<file path="config.mk">
export PLATFORM = sky130hd
export DESIGN_NAME = combo_lock_fsm_flat
export DESIGN_NICKNAME = d
export VERILOG_FILES = /design/src/rtl/combo_lock_fsm_if.sv /design/src/rtl/combo_lock_fsm.sv /design/src/flat_wrapper.sv
export SDC_FILE = /design/constraint.sdc
export NUM_CORES = 1
export LEC_CHECK = 0
export BUFFER_PORTS_ARGS = -buffer_cell sky130_fd_sc_hd__buf_4
export CELL_PAD_IN_SITES_DETAIL_PLACEMENT = 1
export CELL_PAD_IN_SITES_GLOBAL_PLACEMENT = 1
export CORE_UTILIZATION = 49
export CTS_BUF_LIST = sky130_fd_sc_hd__clkbuf_8
export DETAILED_ROUTE_END_ITERATION = 6
export GPL_TIMING_DRIVEN = 1
export PLACE_DENSITY_LB_ADDON = 0.1
export SYNTH_ARGS = -nofsm -noshare
export SYNTH_HDL_FRONTEND = slang
export SYNTH_SLANG_ARGS = --single-unit
</file>
<file path="constraint.sdc">
create_clock -name clk -period 3.5 [get_ports clk]
set_input_delay 0.7 -clock clk [delete_from_list [all_inputs] [get_ports clk]]
set_output_delay 0.7 -clock clk [all_outputs]
set_load 0.01 [all_outputs]
</file>
<file path="src/rtl/combo_lock_fsm_if.sv">
// Combination-lock handshake bundle.
// Groups the keypad symbol stream, the relock/programming controls and the
// lock status outputs between the keypad encoder and combo_lock_fsm.
//   master : drives sym_valid, sym, relock, prog_we, prog_code; reads status
//   slave  : the lock itself; reads the controls, drives unlock, locked_out,
//            fail_cnt, entry_active
interface combo_lock_fsm_if #(
    parameter int SYM_W    = 2,
    parameter int CODE_LEN = 6,
    parameter int MAX_FAIL = 3
);
    localparam int FC_W = $clog2(MAX_FAIL + 1);

    logic                      sym_valid;
    logic [SYM_W-1:0]          sym;
    logic                      relock;
    logic                      prog_we;
    logic [CODE_LEN*SYM_W-1:0] prog_code;
    logic                      unlock;
    logic                      locked_out;
    logic [FC_W-1:0]           fail_cnt;
    logic                      entry_active;

    modport master (
        output sym_valid, sym, relock, prog_we, prog_code,
        input  unlock, locked_out, fail_cnt, entry_active
    );

    modport slave (
        input  sym_valid, sym, relock, prog_we, prog_code,
        output unlock, locked_out, fail_cnt, entry_active
    );
endinterface

</file>
<file path="src/rtl/combo_lock_fsm.sv">
// Parametrised combination lock with failed-attempt lockout, mid-attempt
// inactivity timeout, timed auto-relock and code reprogramming while open.
// Ports:
//   clk    : rising-edge clock
//   reset  : asynchronous, active-high; restores CODE_INIT as the code
//   bus    : combo_lock_fsm_if.slave (symbol stream, relock, programming,
//            registered status outputs)
//
// state       | meaning
// ------------+---------------------------------------------------------
// ST_LOCKED   | collecting CODE_LEN-symbol attempts, door closed
// ST_UNLOCKED | correct code seen; door open, code may be reprogrammed
// ST_LOCKOUT  | MAX_FAIL consecutive failures; all input ignored for a while
module combo_lock_fsm #(
    parameter int                        SYM_W       = 2,
    parameter int                        CODE_LEN    = 6,
    parameter logic [CODE_LEN*SYM_W-1:0] CODE_INIT   = 12'b10_01_00_00_01_00,
    parameter int                        MAX_FAIL    = 3,
    parameter int                        LOCKOUT_CYC = 16,
    parameter int                        TIMEOUT_CYC = 64,
    parameter int                        UNLOCK_CYC  = 0
) (
    input  logic              clk,
    input  logic              reset,
    combo_lock_fsm_if.slave   bus
);
    localparam int CODE_W = CODE_LEN * SYM_W;
    localparam int IDX_W  = (CODE_LEN > 1) ? $clog2(CODE_LEN) : 1;
    localparam int FC_W   = $clog2(MAX_FAIL + 1);
    localparam int TO_W   = (TIMEOUT_CYC > 0) ? $clog2(TIMEOUT_CYC + 1) : 1;
    localparam int LO_W   = $clog2(LOCKOUT_CYC + 1);
    localparam int OP_W   = (UNLOCK_CYC > 0) ? $clog2(UNLOCK_CYC + 1) : 1;

    localparam logic [IDX_W-1:0] IDX_LAST = IDX_W'(CODE_LEN - 1);
    localparam logic [TO_W-1:0]  TO_LAST  = TO_W'(TIMEOUT_CYC - 1);
    localparam logic [LO_W-1:0]  LO_LAST  = LO_W'(LOCKOUT_CYC - 1);
    localparam logic [OP_W-1:0]  OP_LAST  = OP_W'(UNLOCK_CYC - 1);

    typedef enum logic [1:0] {
        ST_LOCKED   = 2'd0,
        ST_UNLOCKED = 2'd1,
        ST_LOCKOUT  = 2'd2
    } state_t;

    state_t             state_q, state_d;
    logic [IDX_W-1:0]   idx_q, idx_d;
    logic               mis_q, mis_d;
    logic [FC_W-1:0]    fail_q, fail_d;
    logic [TO_W-1:0]    to_q, to_d;
    logic [LO_W-1:0]    lo_q, lo_d;
    logic [OP_W-1:0]    op_q, op_d;
    logic [CODE_W-1:0]  code_q, code_d;
    logic               unlock_q, unlock_d;
    logic               locked_out_q, locked_out_d;
    logic               entry_active_q, entry_active_d;

    logic [SYM_W-1:0]   code_sym;
    logic               mis_now;

    always_comb begin
        state_d  = state_q;
        idx_d    = idx_q;
        mis_d    = mis_q;
        fail_d   = fail_q;
        to_d     = to_q;
        lo_d     = lo_q;
        op_d     = op_q;
        code_d   = code_q;
        code_sym = code_q[int'(idx_q) * SYM_W +: SYM_W];
        mis_now  = mis_q | (bus.sym != code_sym);

        case (state_q)
            ST_LOCKED: begin
                if (bus.sym_valid) begin
                    to_d = '0;
                    if (idx_q != IDX_LAST) begin
                        idx_d = idx_q + IDX_W'(1);
                        mis_d = mis_now;
                    end else begin
                        // Whole attempt consumed; mismatch is judged only here
                        // so a wrong symbol never shortens the attempt.
                        idx_d = '0;
                        mis_d = 1'b0;
                        if (!mis_now) begin
                            state_d = ST_UNLOCKED;
                            fail_d  = '0;
                            op_d    = '0;
                        end else if (int'(fail_q) + 1 < MAX_FAIL) begin
                            fail_d = fail_q + FC_W'(1);
                        end else begin
                            state_d = ST_LOCKOUT;
                            fail_d  = FC_W'(MAX_FAIL);
                            lo_d    = '0;
                        end
                    end
                end else if (idx_q != '0 && TIMEOUT_CYC != 0) begin
                    // Abandoned attempt: drop it without counting a failure.
                    if (to_q == TO_LAST) begin
                        idx_d = '0;
                        mis_d = 1'b0;
                        to_d  = '0;
                    end else begin
                        to_d = to_q + TO_W'(1);
                    end
                end
            end

            ST_UNLOCKED: begin
                if (bus.prog_we) begin
                    code_d = bus.prog_code;
                end
                if (bus.relock) begin
                    state_d = ST_LOCKED;
                    idx_d   = '0;
                    op_d    = '0;
                end else if (UNLOCK_CYC != 0) begin
                    if (op_q == OP_LAST) begin
                        state_d = ST_LOCKED;
                        idx_d   = '0;
                        op_d    = '0;
                    end else begin
                        op_d = op_q + OP_W'(1);
                    end
                end
            end

            ST_LOCKOUT: begin
                if (lo_q == LO_LAST) begin
                    state_d = ST_LOCKED;
                    fail_d  = '0;
                    lo_d    = '0;
                end else begin
                    lo_d = lo_q + LO_W'(1);
                end
            end

            default: begin
                state_d = ST_LOCKED;
                idx_d   = '0;
                mis_d   = 1'b0;
            end
        endcase

        // Status flops are loaded from next-state so they track state_q exactly.
        unlock_d       = (state_d == ST_UNLOCKED);
        locked_out_d   = (state_d == ST_LOCKOUT);
        entry_active_d = (idx_d != '0);
    end

    always_ff @(posedge clk or posedge reset) begin
        if (reset) begin
            state_q        <= ST_LOCKED;
            idx_q          <= '0;
            mis_q          <= 1'b0;
            fail_q         <= '0;
            to_q           <= '0;
            lo_q           <= '0;
            op_q           <= '0;
            code_q         <= CODE_INIT;
            unlock_q       <= 1'b0;
            locked_out_q   <= 1'b0;
            entry_active_q <= 1'b0;
        end else begin
            state_q        <= state_d;
            idx_q          <= idx_d;
            mis_q          <= mis_d;
            fail_q         <= fail_d;
            to_q           <= to_d;
            lo_q           <= lo_d;
            op_q           <= op_d;
            code_q         <= code_d;
            unlock_q       <= unlock_d;
            locked_out_q   <= locked_out_d;
            entry_active_q <= entry_active_d;
        end
    end

    assign bus.unlock       = unlock_q;
    assign bus.locked_out   = locked_out_q;
    assign bus.fail_cnt     = fail_q;
    assign bus.entry_active = entry_active_q;

endmodule

</file>
<file path="src/flat_wrapper.sv">
// flat-port wrapper written by rule: the top's interface ports become plain ports
module combo_lock_fsm_flat 
#(
    parameter int                        SYM_W       = 2,
    parameter int                        CODE_LEN    = 6,
    parameter logic [CODE_LEN*SYM_W-1:0] CODE_INIT   = 12'b10_01_00_00_01_00,
    parameter int                        MAX_FAIL    = 3,
    parameter int                        LOCKOUT_CYC = 16,
    parameter int                        TIMEOUT_CYC = 64,
    parameter int                        UNLOCK_CYC  = 0
)
  (clk, reset, bus_sym_valid, bus_sym, bus_relock, bus_prog_we, bus_prog_code, bus_unlock, bus_locked_out, bus_fail_cnt, bus_entry_active);
  combo_lock_fsm_if #(.SYM_W(SYM_W), .CODE_LEN(CODE_LEN), .MAX_FAIL(MAX_FAIL)) bus_i ();
  input  logic clk;
  input  logic reset;
  input wire logic [$bits(bus_i.sym_valid)-1:0] bus_sym_valid;
  input wire logic [$bits(bus_i.sym)-1:0] bus_sym;
  input wire logic [$bits(bus_i.relock)-1:0] bus_relock;
  input wire logic [$bits(bus_i.prog_we)-1:0] bus_prog_we;
  input wire logic [$bits(bus_i.prog_code)-1:0] bus_prog_code;
  output wire logic [$bits(bus_i.unlock)-1:0] bus_unlock;
  output wire logic [$bits(bus_i.locked_out)-1:0] bus_locked_out;
  output wire logic [$bits(bus_i.fail_cnt)-1:0] bus_fail_cnt;
  output wire logic [$bits(bus_i.entry_active)-1:0] bus_entry_active;
  assign bus_i.sym_valid = bus_sym_valid;
  assign bus_i.sym = bus_sym;
  assign bus_i.relock = bus_relock;
  assign bus_i.prog_we = bus_prog_we;
  assign bus_i.prog_code = bus_prog_code;
  assign bus_unlock = bus_i.unlock;
  assign bus_locked_out = bus_i.locked_out;
  assign bus_fail_cnt = bus_i.fail_cnt;
  assign bus_entry_active = bus_i.entry_active;
  combo_lock_fsm #(.SYM_W(SYM_W), .CODE_LEN(CODE_LEN), .CODE_INIT(CODE_INIT), .MAX_FAIL(MAX_FAIL), .LOCKOUT_CYC(LOCKOUT_CYC), .TIMEOUT_CYC(TIMEOUT_CYC), .UNLOCK_CYC(UNLOCK_CYC)) u_core (.clk(clk), .reset(reset), .bus(bus_i));
endmodule
</file>
# Word-level counts from Yosys, hierarchy flattened

Cells that the tools add are included.

Add/subtract/negate cells: 5
Order comparisons: 1
Equality and inequality tests: 15
Shifts and indexed selects: 1
Mux-type cells: 33
Bitwise gates (word level): 2
Reduce and logical (&&, ||, !) cells: 11

Operators with widths:

| kind                | number |
|---|---|
| $lt 32x3->1 const B | 1 |
| $mux 5              | 5 |
| $mux 2              | 11 |
| $mux 7              | 3 |
| $mux 3              | 5 |
| $shiftx 12x5->2     | 1 |
| $pmux 5 s2          | 1 |
| $pmux 3 s3          | 1 |
| $add 7x1->7 const B | 1 |
| $eq 7x6->1 const B  | 1 |
| $ne 2x2->1 const B  | 3 |
| $ne 3x2->1 const B  | 2 |
| $pmux 2 s3          | 1 |
| $reduce_bool 3->1   | 2 |
| $add 5x1->5 const B | 1 |
| $eq 5x4->1 const B  | 1 |
| $reduce_and 5->1    | 1 |
| $eq 2x1->1 const B  | 2 |
| $eq 2x2->1 const B  | 2 |
| $mux 1              | 4 |
| $ne 2x1->1 const B  | 2 |
| $pmux 2 s2          | 1 |
| $reduce_and 2->1    | 2 |
| $reduce_and 4->1    | 1 |
| other kinds (12)    | 13 |

Bits in registers: 35
Bits of input ports: 19
Output and inout bits: 5

# Depth between registers and ports, before layout

Gate-level depths: netlist of the first run.

Depth in word-level cells: 8
Mapped depth: 8
Depth with buffers taken out: 8

# Worst setup path after synthesis of the first run

OpenSTA, ideal clock, no wires.

Path kind: flip-flop to flip-flop
Start point: register u_core.code_q[0]
End point: register u_core.lo_q[3]
Arrival: 2.014 ns
Setup slack: 1.360 ns
Stages on the path, launching flop included: 8
Path buffers: 0
Clock period less this slack: 2.140 ns
Cells stage by stage: dfrtp_1 or2_0 mux4_2 a22oi_2 xnor2_1 o211ai_2 and3_2 a311o_1

Longest elaborated chain between the ends: 5

Ends and longest elaborated chain:

| what                              | RTL line              | source |
|---|---|---|
| from (decl)                       | combo_lock_fsm.sv:52  | `logic [CODE_W-1:0] code_q, code_d;` |
| from (signal assigned)            | combo_lock_fsm.sv:171 | `code_q <= code_d;` |
| $shiftx 12x5->2                   | combo_lock_fsm.sv:69  | `code_sym = code_q[int'(idx_q) * SYM_W +: SYM_W];` |
| $ne 2x2->1                        | combo_lock_fsm.sv:70  | `mis_now = mis_q \| (bus.sym != code_sym);` |
| $or 1x1->1                        | combo_lock_fsm.sv:70  |  |
| $ne 2x1->1 (no source line)       | n/a                   |  |
| $reduce_and 5->1 (no source line) | n/a                   |  |
| to (signal assigned)              | combo_lock_fsm.sv:169 | `lo_q <= lo_d;` |
| to (decl)                         | combo_lock_fsm.sv:50  | `logic [LO_W-1:0] lo_q, lo_d;` |

No other way between the ends.
A chain may end at the register's enable or synchronous reset.

# Worst setup path in the final report of the first run

Start point: register u_core.state_q[1]
End point: register u_core.lo_q[3]

Longest elaborated chain between the ends: 3
Elaborated cells between the ends (all ways): 9
Classes of those cells: eq/ne (5); mux (1); reduce/logical (3)

Ends and longest elaborated chain:

| what                                                      | RTL line              | source |
|---|---|---|
| from (decl)                                               | combo_lock_fsm.sv:45  | `state_t state_q, state_d;` |
| from (signal assigned)                                    | combo_lock_fsm.sv:164 | `state_q <= state_d;` |
| $logic_not 2->1 or $eq 2x2->1 (tied branches)             | combo_lock_fsm.sv:72  | `case (state_q)` |
| $ne 2x1->1 (no source line), or another cell as far along | n/a                   |  |
| $reduce_and 5->1 (no source line)                         | n/a                   |  |

Several ways; a longest one is shown, not always the timed one.

==> impl_metrics.csv, run 1 <==
group,metric,value,unit
pwr,peakVddDrop,0.000430,V
clock_network,cts-resized-gates,0,
pwr,switching_share,37.7,%
routing,drc_errors,0,
sta,clock_skew,0.00615,ns
critical_path,r2r_start,"u_core.state_q[1]",
routing,routed_wl,4240,um
min_path,hold_path_class,"input pin to async pin",
pwr,p_clk_share,18.7,%
clock_network,clk_latency,0.29,ns
floorplanning,dieWidth,64.0,um
pwr,combPwrFrac,40.9,%
floorplanning,rows,22,
pwr,p_int,1080,uW
placed_design,port_buffers,23,
clock_network,cts_buffer_depth,2,
pwr,p_switching,652,uW
layout,seq_area,880,um^2
job,cap_viol_max_count,0,
critical_path,critPathBufInv,1,
critical_path,cp_top_family,"compound AO/OA/AOI/OAI gates",
synth,synth_area_leaders,"dfrtp_1 43%, mux2_2 7.2%, dfstp_2 4.2%",
synth,yosysTopAreaCell,"dfrtp_1",
clock_network,cts_buffers,5,
pwr,powerDensity,789,mW/mm^2
layout,n_antenna_cell,0,
critical_path,cp-end-kind,"flop",
critical_path,slowest_stage,"ha_1",
synth,yosysMostFrequentCell,"dfrtp_1",
sta,slew_violations,0,
floorplanning,dieArea,0.00409,mm^2
routing,firstDrtPassIters,4,
synth,synth-seq-cells,35,
synth,synth_edf_count,0,
critical_path,ff2ff_path_depth,7,
synth,ys_seq_area_share,46.7,%
routing,avgViaCountPerCell,5.71,
synth,synthFlopType,"dfrtp_1",
synth,syn_area,0.00188,mm^2
synth,ys_async_sr_fraction,100,%
synth,synthTopCellsByCount,"32 x dfrtp_1, 15 x nand2_1, 13 x nor2_1",
critical_path,worstReg2RegEnd,"u_core.lo_q[3]",
critical_path,arrival,2.78,ns
floorplanning,initial_core_util,51.4,%
sta,slew_headroom,65.8,%
placed_design,hpwl,3090,um
layout,multi_input_area,943,um^2
floorplanning,dieHeight,64.0,um
routing,ant_nets,0,
synth,syn-num-nets,207,
placed_design,dpl.cell_count,247,
critical_path,worst_setup_path_start_kind,"flop",
placed_design,place.gp.congestion,0.898,
global_routing,grt_use_total,24.4,%
routing,first_iter_violations,75,
critical_path,path_cells,"inv_1 -> ha_1 -> nand2_1 -> o21ai_0 -> o211ai_2 -> and3_2 -> a311o_1",
clock_network,cts.sink_count,35,
global_routing,globalRoute.totalOverflow,0,
synth,synth_top_area_share,42.6,%
global_routing,grt_pass1_vias,1573,
floorplanning,io_pins,24,
critical_path,slowest_delay,0.46,ns
sta,fmax,384,MHz
pwr,seq_power_share,40.5,%
routing,vias,1457,
clock_network,cts_setup_buffers,0,
sta,setup_viol,0,
critical_path,path_class,"flop to flop",
synth,synth_cells,182,
sta,period_needed,2.61,ns
global_routing,grt_max_degree,36,
clock_network,cts_max_level,2,
synth,synth_cell_types,48,
critical_path,r2r_setup_slack,0.89,ns
critical_path,crit_required,3.67,ns
clock_network,postCtsHoldBufs,0,
pwr,leakage,0.00103,uW
outcome,outcome,"finished, final reports clean",
global_routing,antenna_found_initial,0,
sta,timing.final.crit_share,74.5,%
layout,drive_gt1_share,26.6,%
clock_network,cts_tree,"built",
layout,fill_cells,412,
clock_network,cts_root_buf,"clkbuf_8",
routing,drt-wirelength-per-cell,16.6,um
critical_path,cp.depth,7,
sta,tightest_slew,0.513,ns
critical_path,cp_max_fo,15,
sta,hold_viol_final,0,
global_routing,grt_pass1_wl,7470,um
clock_network,clk_pin_slew,0.07,ns
layout,layout.cells.non_filler,255,
layout,fin_nets,231,
sta,grt_setup_unrepaired,"no",
synth,syn_avg_cell_area,10.3,um^2
synth,ys_warn_count,0,
floorplanning,core,0.00366,mm^2
layout,syn2layout_area_growth,16.6,%
sta,setup_tns,0,ns
==> state kept, by name, indices dropped and copies added (netlist names) <==
signal	cells
u_core.code_q	12
u_core.to_q	7
u_core.lo_q	5
u_core.idx_q	3
u_core.bus.fail_cnt	2
u_core.state_q	2
u_core.bus.entry_active	1
u_core.bus.locked_out	1
u_core.bus.unlock	1
u_core.mis_q	1
==> worst max path at each step <==
stage / slack (ns) / start / to
2_1_floorplan: 1.36 / u_core.code_q[0] / u_core.lo_q[3]
3_3_place_gp: 1.13 / u_core.idx_q[2] / u_core.lo_q[3]
3_5_place_dp: 0.92 / u_core.state_q[0] / u_core.lo_q[3]
4_1_cts: 0.88 / u_core.state_q[0] / u_core.lo_q[3]
5_1_grt: 0.67 / u_core.state_q[1] / u_core.lo_q[3]
6_report: 0.89 / u_core.state_q[1] / u_core.lo_q[3]
==> cells by family after synthesis <==
kind of cell	count (synthesis)	synth area share, %
mux	19	11.8
fa+ha+maj	6	3.99
flops	35	46.7
simple gates	61	16.8
buf+inv	14	3.13
xor+xnor	4	1.86
compound gates	43	15.7
==> tightest hold or removal path, delay by kind of cell <==
kind                   cells  cell delay, ns
buffers and inverters      3            0.54
==> per-stage QoR <==
stage	hold WS [ns]	util [%]	setup WS [ns]	power, uW	cell area, um^2
CTS	0.511	59.9	0.884	1750	2190
finish	0.508	59.9	0.893	1730	2190
floorplan	0.465	-	1.36	1220	1880
detailed placement	0.495	57.1	0.919	1410	2090
global placement	0.488	57.1	1.13	1360	2090
global route	0.516	59.9	0.674	1860	2190
==> cells in the final DEF (no fill, tap or decap), types with 4 or more instances in the layout <==
cell type / instances
dfrtp_1: 32
buf_4: 24
nand2_1: 15
nor2_1: 13
mux2_2: 12
o21ai_0: 11
a21oi_1: 9
inv_1: 7
clkbuf_8: 7
ha_1: 6
nand3_1: 5
mux2i_1: 5
nor2b_1: 4
and3_1: 4
==> routing by layer <==
metal | wire, um | share of wire (%) | track usage, %
met2 | 2300 | 54 | 44.1
met1 | 1770 | 42 | 28.2
met3 | 100 | 2.4 | 4.82
met5 | 0 | 0 | 0
met4 | 67 | 1.6 | 9.09
==> final cells by class <==
| class | count | area share (%) |
|---|---|---|
| Clock inverter | 1 | 0.342 |
| Clock buffer | 7 | 4.39 |
| Tap cell | 48 | 2.74 |
| Multi-Input combinational cell | 133 | 43.0 |
| Timing Repair Buffer | 24 | 8.21 |
| Sequential cell | 35 | 40.1 |
| Inverter | 7 | 1.20 |
==> power groups by stage <==
| stage | Clock, uW | Sequential (uW) | Combinational (uW) |
|---|---|---|---|
| floorplan | 0 | 646 | 571 |
| global placement | 0 | 693 | 669 |
| detailed placement | 0 | 705 | 702 |
| CTS | 335 | 700 | 713 |
| global route | 348 | 724 | 792 |
| finish | 323 | 700 | 707 |
Power figures use the tool's default switching activity.
==> run 2: changes to the inputs <==
--- a/config.mk
+++ b/config.mk
@@ -5,10 +5,11 @@
 export SDC_FILE = /design/constraint.sdc
 export NUM_CORES = 1
 export LEC_CHECK = 0
+export ABC_AREA = 1
 export BUFFER_PORTS_ARGS = -buffer_cell sky130_fd_sc_hd__buf_4
 export CELL_PAD_IN_SITES_DETAIL_PLACEMENT = 1
 export CELL_PAD_IN_SITES_GLOBAL_PLACEMENT = 1
-export CORE_UTILIZATION = 49
+export CORE_UTILIZATION = 45
 export CTS_BUF_LIST = sky130_fd_sc_hd__clkbuf_8
 export DETAILED_ROUTE_END_ITERATION = 6
 export GPL_TIMING_DRIVEN = 1
==> constraint.sdc (replaced) <==
create_clock -name clk -period 2.7 [get_ports clk]
set_input_delay 0.54 -clock clk [delete_from_list [all_inputs] [get_ports clk]]
set_output_delay 0.54 -clock clk [all_outputs]
set_load 0.01 [all_outputs]
==> impl_metrics.csv, run 2 <==
group,metric,value,unit
floorplanning,rows,23,
sta,fmax,478,MHz
job,cap_viol_max_count,0,
layout,seq_area,880,um^2
layout,fill_cells,504,
layout,regMostFlops,"u_core.code_q",
layout,fin_area,0.00221,mm^2
clock_network,clk_pin_slew,0.07,ns
synth,ys_warn_count,0,
critical_path,path_cells,"inv_1 -> ha_1 -> nand2_1 -> inv_1 -> a21oi_1 -> nor3_1 -> nand3_1 -> o22ai_1",
critical_path,crit_required,2.90,ns
layout,fin_util,54.9,%
synth,yosysMostFrequentCell,"nand2_1",
sta,grt_setup_unrepaired,"no",
pwr,peakVddDrop,0.000473,V
critical_path,ff2ff_path_depth,8,
clock_network,clk_latency,0.29,ns
synth,synth_cell_types,33,
routing,ant_nets,0,
layout,drive_gt1_share,25.9,%
synth,syn_area,0.00191,mm^2
layout,layout_commonest_cell,"nand2_1",
synth,syn-num-nets,251,
layout,layout.cells.non_filler,305,
critical_path,arrival,2.30,ns
synth,synth-seq-cells,35,
clock_network,postCtsHoldBufs,0,
clock_network,cts_buffers,5,
floorplanning,core,0.00403,mm^2
clock_network,cts_root_buf,"clkbuf_8",
placed_design,dpl.cell_count,297,
floorplanning,dieWidth,67.2,um
global_routing,globalRoute.totalOverflow,0,
layout,largestRegisters,"u_core.code_q x12, u_core.to_q x7, u_core.lo_q x5",
placed_design,port_buffers,23,
synth,synthFlopType,"dfrtp_1",
sta,fin_ws,0.607,ns
min_path,hold_path_class,"input pin to async pin",
layout,n_antenna_cell,0,
layout,final_cell_mix,"52 x nand2_1, 32 x dfrtp_1, 25 x inv_1",
critical_path,slowest_stage,"dfrtp_1",
synth,synth_edf_count,0,
floorplanning,dieHeight,67.2,um
critical_path,cp-end-kind,"flop",
outcome,outcome,"finished, final reports clean",
sta,slew_headroom,65.3,%
synth,ys_seq_area_share,46.0,%
clock_network,cts_setup_buffers,0,
placed_design,pre_cts_ws,0.613,ns
synth,synth_area_leaders,"dfrtp_1 42%, nand2_1 10%, mux2_2 6.5%",
global_routing,grt_use_total,21.2,%
global_routing,grt_pass1_wl,6950,um
global_routing,grt_max_degree,36,
floorplanning,io_pins,24,
routing,wl_met2,2040,um
floorplanning,initial_core_util,47.4,%
clock_network,cts_buffer_depth,2,
synth,ys_async_sr_fraction,100,%
sta,slew_violations,0,
critical_path,cp_max_fo,6,
routing,vias,1550,
critical_path,slowest_delay,0.43,ns
routing,drt-wirelength-per-cell,14.0,um
sta,clock_skew,0.00664,ns
routing,firstDrtPassIters,4,
layout,fin_nets,279,
layout,syn2layout_area_growth,15.8,%
pwr,powerDensity,1100,mW/mm^2
placed_design,hpwl,3320,um
global_routing,grt_pass1_vias,1527,
routing,avgViaCountPerCell,5.08,
sta,setup_viol,0,
synth,synth_cells,226,
layout,multi_input_area,898,um^2
routing,route.met3.wl,105,um
critical_path,worst_setup_path_start_kind,"flop",
clock_network,cts-resized-gates,0,
sta,timing.final.crit_share,77.5,%
sta,hold_viol_final,0,
synth,syn_avg_cell_area,8.45,um^2
critical_path,cp-startpoint,"u_core.state_q[0]",
critical_path,path_common_cell,"inv_1",
synth,synth_top_area_share,41.9,%
sta,setup_tns,0,ns
sta,period_needed,2.09,ns
critical_path,r2r_start,"u_core.state_q[0]",
placed_design,place.gp.congestion,0.818,
routing,first_iter_violations,40,
layout,largest_reg_flops,12,
routing,drc_errors,0,
routing,routed_wl,4260,um
floorplanning,dieArea,0.00451,mm^2
clock_network,cts_tree,"built",
synth,yosysTopAreaCell,"dfrtp_1",
clock_network,cts.sink_count,35,
synth,synthTopCellsByCount,"52 x nand2_1, 32 x dfrtp_1, 23 x inv_1",
sta,tightest_slew,0.520,ns
routing,topRoutingLayerUsed,"met4",
pwr,leakage,0.00112,uW
placed_design,placedInstanceArea,0.00213,mm^2
global_routing,antenna_found_initial,0,
routing,wl_met1,2040,um
critical_path,path_class,"flop to flop",
clock_network,cts_max_level,2,
[run 2: cell count changes after synthesis, sizes merged, moves of 4 or more]
cell,before,now
nor2,13,27
nor2b,4,0
and3,6,0
mux2i,5,0
nand3,5,13
nand2,16,59
inv,7,28
clkbuf,4,0
a21oi,9,13
[run 2: routing by layer]
layer	vias up	GRT usage, %
met3	5	4.22
li1	791	-
met2	18	34.0
met4	0	10.1
met1	736	27.3
met5	-	0
[run 2: power breakdown]
group | internal, uW | switching [uW]
registers | 736 | 174
clock network | 173 | 182
logic | 458 | 702
total | 1370 | 1060
[run 2: final cells by class]
class                           count  area share (%)
Clock inverter                      3           0.566
Tap cell                           50            2.83
Inverter                           28            4.98
Clock buffer                        5            3.11
Timing Repair Buffer               24            8.14
Multi-Input combinational cell    160            40.6
Sequential cell                    35            39.8
[run 2: critical path, delay by kind of cell, from the launching register on]
kind / cells / cell delay [ns]
compound gates: 2 / 0.25
fa+ha+maj: 1 / 0.27
buf+inv: 2 / 0.37
flops: 1 / 0.43
simple gates: 3 / 0.70
[run 2: final timing paths]
| check | to | slack, ns |
|---|---|---|
| worst max-delay path | u_core.bus.fail_cnt[0] | 0.61 |
| max in group asynchronous | u_core.code_q[8] | 1.99 |
| min in group clk | u_core.code_q[5] | 0.48 |
| worst min register to register | u_core.to_q[4] | 0.49 |
| worst min-delay path | u_core.bus.fail_cnt[1] | 0.35 |
| worst max register to register | u_core.bus.fail_cnt[0] | 0.61 |
[run 2: through the flow]
step | hold WS (ns) | power (uW)
after CTS | 0.371 | 2460
after floorplan | 0.455 | 1770
after global routing | 0.420 | 2620
after global placement | 0.479 | 2040
final | 0.352 | 2430
after detailed placement | 0.485 | 2090
[run 2: cell families after synthesis]
group	after synthesis	share of synthesized area [%]
xor gates and xnor gates	1	0.458
AOI/OAI and AO/OA	35	10.5
adders and majority gates	6	3.93
DFF	35	46.0
buffers and inverters	31	6.94
and+or+nand+nor	107	25.7
muxes	11	6.48
